`src/rtl/fir3_output_serializer.sv`:
```
// Rounds and saturates each lane of a parallel FIR output triplet to OUT_W bits,
// buffers triplets in a small FIFO and streams them out one sample per transfer.
module fir3_output_serializer #(
  parameter int IN_W  = 64,
  parameter int OUT_W = 16,
  parameter int SHIFT = 15,
  parameter int DEPTH = 4
) (
  input  logic                    clk,
  input  logic                    rst,
  input  logic                    in_valid,
  output logic                    in_ready,
  input  logic signed [IN_W-1:0]  din1,
  input  logic signed [IN_W-1:0]  din2,
  input  logic signed [IN_W-1:0]  din3,
  output logic signed [OUT_W-1:0] dout,
  output logic                    out_valid,
  input  logic                    out_ready,
  output logic                    sat_flag
);

  localparam int PW = (DEPTH > 1) ? $clog2(DEPTH) : 1;
  localparam logic signed [IN_W:0] RND  = (IN_W+1)'(1) << (SHIFT-1);
  localparam logic signed [IN_W:0] MAXV = (IN_W+1)'(2**(OUT_W-1) - 1);
  localparam logic signed [IN_W:0] MINV = -$signed((IN_W+1)'(2**(OUT_W-1)));

  logic signed [IN_W-1:0] din_arr [3];
  logic [3*OUT_W-1:0]     conv_word;
  logic [2:0]             lane_sat;

  assign din_arr[0] = din1;
  assign din_arr[1] = din2;
  assign din_arr[2] = din3;

  // One extra bit of headroom so the rounding add cannot wrap near the top of the range.
  generate
    for (genvar gi = 0; gi < 3; gi++) begin : g_lane
      logic signed [IN_W:0] ext;
      logic signed [IN_W:0] sum;
      logic signed [IN_W:0] shr;
      assign ext = {din_arr[gi][IN_W-1], din_arr[gi]};
      assign sum = ext + RND;
      assign shr = sum >>> SHIFT;
      assign lane_sat[gi] = (shr > MAXV) || (shr < MINV);
      assign conv_word[gi*OUT_W +: OUT_W] = (shr > MAXV) ? MAXV[OUT_W-1:0] :
                                            (shr < MINV) ? MINV[OUT_W-1:0] :
                                                           shr[OUT_W-1:0];
    end
  endgenerate

  logic [3*OUT_W-1:0] mem [DEPTH];
  logic [PW-1:0]      wr_ptr_reg, wr_ptr_next;
  logic [PW-1:0]      rd_ptr_reg, rd_ptr_next;
  logic [PW:0]        count_reg, count_next;
  logic [1:0]         lane_reg, lane_next;
  logic               sat_flag_reg, sat_flag_next;
  logic               full, empty, push, xfer, pop;
  logic [3*OUT_W-1:0] head;

  assign full      = (count_reg == (PW+1)'(DEPTH));
  assign empty     = (count_reg == '0);
  assign in_ready  = !full;
  assign out_valid = !empty;
  assign sat_flag  = sat_flag_reg;

  // Push uses only the registered full flag, so a same-cycle pop never frees a slot early.
  assign push = in_valid && !full && !rst;
  assign xfer = out_valid && out_ready;
  assign pop  = xfer && (lane_reg == 2'd2);
  assign head = mem[rd_ptr_reg];

  always_ff @(posedge clk) begin
    if (push) begin
      mem[wr_ptr_reg] <= conv_word;
    end
  end

  always_comb begin
    wr_ptr_next   = wr_ptr_reg;
    rd_ptr_next   = rd_ptr_reg;
    count_next    = count_reg;
    lane_next     = lane_reg;
    sat_flag_next = sat_flag_reg;
    if (push) begin
      wr_ptr_next   = wr_ptr_reg + 1'b1;
      sat_flag_next = sat_flag_reg | (|lane_sat);
    end
    if (pop) begin
      rd_ptr_next = rd_ptr_reg + 1'b1;
    end
    case ({push, pop})
      2'b10:   count_next = count_reg + 1'b1;
      2'b01:   count_next = count_reg - 1'b1;
      default: count_next = count_reg;
    endcase
    if (xfer) begin
      lane_next = (lane_reg == 2'd2) ? 2'd0 : lane_reg + 2'd1;
    end
  end

  always_ff @(posedge clk) begin
    if (rst) begin
      wr_ptr_reg   <= '0;
      rd_ptr_reg   <= '0;
      count_reg    <= '0;
      lane_reg     <= 2'd0;
      sat_flag_reg <= 1'b0;
    end else begin
      wr_ptr_reg   <= wr_ptr_next;
      rd_ptr_reg   <= rd_ptr_next;
      count_reg    <= count_next;
      lane_reg     <= lane_next;
      sat_flag_reg <= sat_flag_next;
    end
  end

  always_comb begin
    dout = '0;
    if (out_valid) begin
      case (lane_reg)
        2'd0:    dout = head[0       +: OUT_W];
        2'd1:    dout = head[OUT_W   +: OUT_W];
        default: dout = head[2*OUT_W +: OUT_W];
      endcase
    end
  end

endmodule

```
`config.mk`:
```
export PLATFORM = sky130hd
export DESIGN_NAME = fir3_output_serializer
export DESIGN_NICKNAME = d
export VERILOG_FILES = /design/src/rtl/fir3_output_serializer.sv
export SDC_FILE = /design/constraint.sdc
export NUM_CORES = 1
export LEC_CHECK = 0
export CAP_MARGIN = 20
export CORE_MARGIN = 2
export CORE_UTILIZATION = 45
export DETAILED_ROUTE_END_ITERATION = 10
export GPL_TIMING_DRIVEN = 0
export PLACE_DENSITY = 0.68
export RECOVER_POWER = 25
export SLEW_MARGIN = 5
export SYNTH_ARGS = -nofsm -noshare
export SYNTH_HDL_FRONTEND = slang
export SYNTH_SLANG_ARGS = --single-unit
```
`constraint.sdc`:
```
create_clock -name clk -period 9.8 [get_ports clk]
set_clock_uncertainty 0.15 [all_clocks]
set_input_delay 2.45 -clock clk [delete_from_list [all_inputs] [get_ports clk]]
set_output_delay 2.45 -clock clk [all_outputs]
set_load 0.005 [all_outputs]
```
# == Word level (Yosys, flattened, before mapping) ==
# Memory sizes are Yosys's and may differ from the RTL's. A register that Yosys moved wholly into a read port is not among the register bits.
# Cells that the tools add are included.
# word_totals
latch_bits,0
romBits,0
mem_count,1
ram_bits,192
in_bits,196
out_inout_bits,19
reg_bits,10
# memory_table
memory,words,word_bits,read_ports,rd_ports_with_merged_regs,write_ports,line_no,rtl
mem,4,48,1,1,1,51,logic [3*OUT_W-1:0] mem [DEPTH];
# op_classes
muxes,14
shift,0
div_mod_pow,0
n_reduce_logical,14
multipliers,0
magnitude_cmp,6
n_bitwise,1
n_addsub,8
n_eq_ne,5
# op_table
cell,n
"adder 64 x 16 -> 65 bit, second input constant",3
"> comparator 50 x 16 -> 1 bit, second input constant",3
"less-than comparator 50 x 16 -> 1 bit, second input constant",3
two-way mux 16 bit,7
case mux 16 bit (2 select lines),1
"adder 2 x 1 -> 2 bit, second input constant",3
two-way mux 2 bit,3
case mux 3 bit (2 select lines),1
"equality test 2 x 1 -> 1 bit, second input constant",2
"equality test 2 bit, second input constant",2
logical AND 1 bit,4
"adder 3 x 1 -> 3 bit, second input constant",1
"equality test 3 bit, second input constant",1
logical NOT 1 bit,3
logical NOT 3 bit,1
logical OR 1 bit,3
OR reduction 3 bit,1
"subtractor 3 x 1 -> 3 bit, second input constant",1
logical NOT 2 bit,1
two-way mux 1 bit,2
nonzero test 2 bit,1
OR 1 bit,1

# == Longest topological paths before layout ==
# logic_depth
ltp_word,6
depth_mapped,12

# == Worst setup path after synthesis ==
# Ideal clock, no wire load.
# synth_path
path_kind,input to register
start,input port din3[14]
end,"memory mem[0][36] (netlist bit), data pin"
cell_stages,12
path_buffers,2
arrival_ps,5182
t_required_ps,9367
path_slack_ps,4185
path_cell_list,ha_1 > and2_1 > nand4_1 > or4_1 > buf_2 > or4_1 > a21o_1 > a2111oi_2 > nand3_1 > o21ai_2 > buf_6 > o21ai_1
# synth_via
elab_chain_len,4
# synth_rtl
element,line_no,rtl
from (decl),15,"input logic signed [IN_W-1:0] din3,"
adder 64 x 16 -> 65 bit (*),42,assign sum = ext + RND;
less-than comparator 50 x 16 -> 1 bit,46,(shr < MINV) ? MINV[OUT_W-1:0] :
two-way mux 16 bit,46,
two-way mux 16 bit (*),45,assign conv_word[gi*OUT_W +: OUT_W] = (shr > MAXV) ? MAXV[OUT_W-1:0] :
named net conv_word[36],28,logic [3*OUT_W-1:0] conv_word;
to (decl),51,
# The timed path passes the listed nets; every way through them passes the cells marked *.

# == Worst setup path in the final report ==
# layout_path
start,input port din1[14]
end,"memory mem[3][9] (netlist bit), data pin"
# layout_via
elab_chain_len,4
# layout_rtl
element,line_no,rtl
from (decl),13,"input logic signed [IN_W-1:0] din1,"
adder 64 x 16 -> 65 bit (*),42,
less-than comparator 50 x 16 -> 1 bit,46,
two-way mux 16 bit,46,
two-way mux 16 bit (*),45,
named net conv_word[9],28,
# Marks and branches as above.

==> reports/results.tsv <==
stage	metric	value	unit
outcome	run_status	finished with violations	
outcome	violations	capacitance limit, slew limit	
cells_and_area	diodes	0	
cells_and_area	final_cell_mix	edfxtp_1 (192), clkdlybuf4s50_1 (159), nor2_1 (97), nand4_1 (72), nand3_1 (69)	
worst_hold_path	hold_class	reg2reg	
cells_and_area	drive_above_1_share	0.0875	
critical_path	critPathBufInv	3	
global_routing	grt_pass1_wl	52.0	mm
cells_and_area	nets	1517	
route	wire_per_inst	20.1	um
route	wl	33.6	mm
die	die-area	28900	um^2
route	postRouteAntennaNets	0	
cells_and_area	layout_commonest_cell	edfxtp_1	
critical_path	crit_path_start_kind	primary input	
timing	slew_viol_final	96	
place	numPortBuffers	163	
synthesis	async_flop_share	0	
power_and_ir_drop	powerDensity	130	nW/um^2
clocking	cts_resized	0	
timing	rsz0062_at_grt	false	
critical_path	cp-end-kind	flip-flop	
timing	slew_headroom	-0.369	
cells_and_area	largest_reg_flops	192	
timing	fin_setup_tns	0	ns
critical_path	crit_fanout	10	
timing	fin_crit_sh	0.665	
critical_path	path_common_cell	o21ai_0	
synthesis	synthFlopType	edfxtp_1	
critical_path	cpPeakStageDelay	0.65	ns
synthesis	syn_nets	1326	
synthesis	netlist_area	12400	um^2
clocking	hold_buffers	0	
job	cap_violations	4	
critical_path	required	9.83	ns
clocking	worstSkewPairLatency	0.50	ns
power_and_ir_drop	p_leak	4.60	nW
synthesis	synth_cell_types	67	
synthesis	synth_edf_count	192	
synthesis	yosysSeqAreaShare	0.484	
clocking	root_buffer	clkbuf_16	
global_routing	grt_pass1_vias	9661	
route	drc	0	
clocking	cts_buffers	21	
place	dp_slack	2.85	ns
die	die_h	170	um
clocking	h-tree-depth	1	
cells_and_area	fill_cells	2307	
synthesis	synth_seq_cells	204	
critical_path	cpLargestDelayFamily	simple AND/OR/NAND/NOR gates	
route	via_per_inst	6.09	
synthesis	synthCells	1121	
critical_path	slowest_stage	nor4_2	
power_and_ir_drop	power	1.97	mW
cells_and_area	syn_to_final_growth	22.2	%
timing	min_period	6.52	ns
place	gp_congestion	0.935	
timing	fmaxAchievable	153	MHz
global_routing	grt_max_degree	33	
critical_path	crit_type	in2reg	
timing	fin_ws	3.28	ns
timing	finalHoldViolCount	0	
route	first_pass_iters	5	
die	fp.dieW	170	um
critical_path	arrival	6.55	ns
clocking	cts_tree	done	
place	post-dp-hpwl	25.3	mm
synthesis	ys_warn_count	0	
die	rows	60	
timing	worst_pin_slew	2.05	ns
route	first_iter_violations	975	
die	core-area	27000	um^2
timing	setup_viol	0	
power_and_ir_drop	ir_drop	0.0000828	V
clocking	cts_setup_buffers	0	
critical_path	path_cells	clkdlybuf4s50_1 > ha_1 > nand4_1 > nor4_2 > buf_2 > nor4b_1 > o21ai_0 > o31ai_1 > or4b_1 > nor4_1 > a31o_2 > buf_4 > o21ai_0	
clocking	ctsLongestPathBuffers	3	
route	num_vias	10100	
clocking	clock_sinks	204	
die	start_util	0.459	
global_routing	antenna_found_initial	0	
synthesis	avgSynthCellArea	11.1	um^2
die	io_pins	215	
global_routing	grt_use_total	0.230	
global_routing	overflow	0	
clocking	path_clk_slew	0.06	ns
-- worst min-delay path, cell delays in order (launching register included) --
cell and delay, ns:
dfxtp_1 0.34, nand2_1 0.07, a21oi_1 0.05
-- cell usage after synthesis, types with 9 or more instances --
cell | count | share of area
a31oi_1 | 10 | 0.0050
inv_1 | 30 | 0.0091
edfxtp_1 | 192 | 0.46
mux4_2 | 48 | 0.087
mux2i_1 | 22 | 0.018
xnor2_1 | 49 | 0.035
nor3_1 | 36 | 0.015
dfxtp_1 | 12 | 0.019
nand2_1 | 64 | 0.019
nand3_1 | 69 | 0.028
and4_1 | 23 | 0.016
o21ai_1 | 14 | 0.0057
and2_1 | 14 | 0.0071
nand4_1 | 72 | 0.036
nor4_1 | 26 | 0.013
clkbuf_1 | 28 | 0.0085
or4_1 | 9 | 0.0054
nor2_1 | 97 | 0.029
o21ai_0 | 43 | 0.017
buf_2 | 9 | 0.0036
a21oi_1 | 44 | 0.018
or3_1 | 10 | 0.0050
xor2_1 | 45 | 0.032
a211oi_1 | 10 | 0.0061
and3_1 | 31 | 0.016
-- per-layer routing --
layer | global-route usage | vias up | wire, um
met4 | 0.0509 | 0 | 527
met2 | 0.391 | 406 | 16300
li1 | - | 4803 | -
met3 | 0.0279 | 34 | 2480
met5 | 0 | - | 0
met1 | 0.318 | 4905 | 14300
-- final cells by class --
| cell class | instances | area, um^2 | share of cell area |
|---|---|---|---|
| Multi-Input combinational cell | 840 | 6080 | 0.402 |
| Sequential cell | 204 | 6010 | 0.396 |
| Timing Repair Buffer | 168 | 1710 | 0.113 |
| Clock buffer | 25 | 541 | 0.0357 |
| Tap cell | 341 | 427 | 0.0282 |
| Buffer | 47 | 199 | 0.0131 |
| Inverter | 30 | 113 | 0.00743 |
| Clock inverter | 12 | 73.8 | 0.00487 |
-- kinds of logic (layout without fill, tap and decap cells) --
kind of cell | after synthesis | after routing | share of synthesized area
simple gates | 496 | 496 | 0.223
buf+inv | 77 | 282 | 0.0251
compound gates | 165 | 165 | 0.0812
xor+xnor | 94 | 94 | 0.0664
mux | 76 | 76 | 0.110
fa+ha+maj | 9 | 9 | 0.00969
flops | 204 | 204 | 0.484
-- power by group --
part / total [mW] / switching (mW) / internal, mW
combinational: 0.267 / 0.146 / 0.121
sequential: 0.989 / 0.00619 / 0.983
clock: 0.715 / 0.318 / 0.397
total: 1.97 / 0.471 / 1.50
-- stage by stage --
stage                      util  cell area (um^2)  hold WS, ns  std cells
final                     0.560             15100        0.360       1667
after global placement    0.535             14500        0.343       1625
after floorplan               -             12400        0.319       1121
after CTS                 0.562             15200        0.362       1667
after global routing      0.560             15100        0.377       1667
after detailed placement  0.539             14600        0.354       1630
-- path summary, 6_finish.rpt --
check | startpoint | end | slack [ns] | cells after the start
hold / removal | wr_ptr_reg[1] | wr_ptr_reg[1] | 0.36 | 2
setup reg to reg | count_reg[0] | mem[3][38] | 5.63 | 6
setup / recovery | din1[14] | mem[3][9] | 3.28 | 13
hold reg to reg | wr_ptr_reg[1] | wr_ptr_reg[1] | 0.36 | 2
Note: power is estimated with default switching activity, not from simulation.
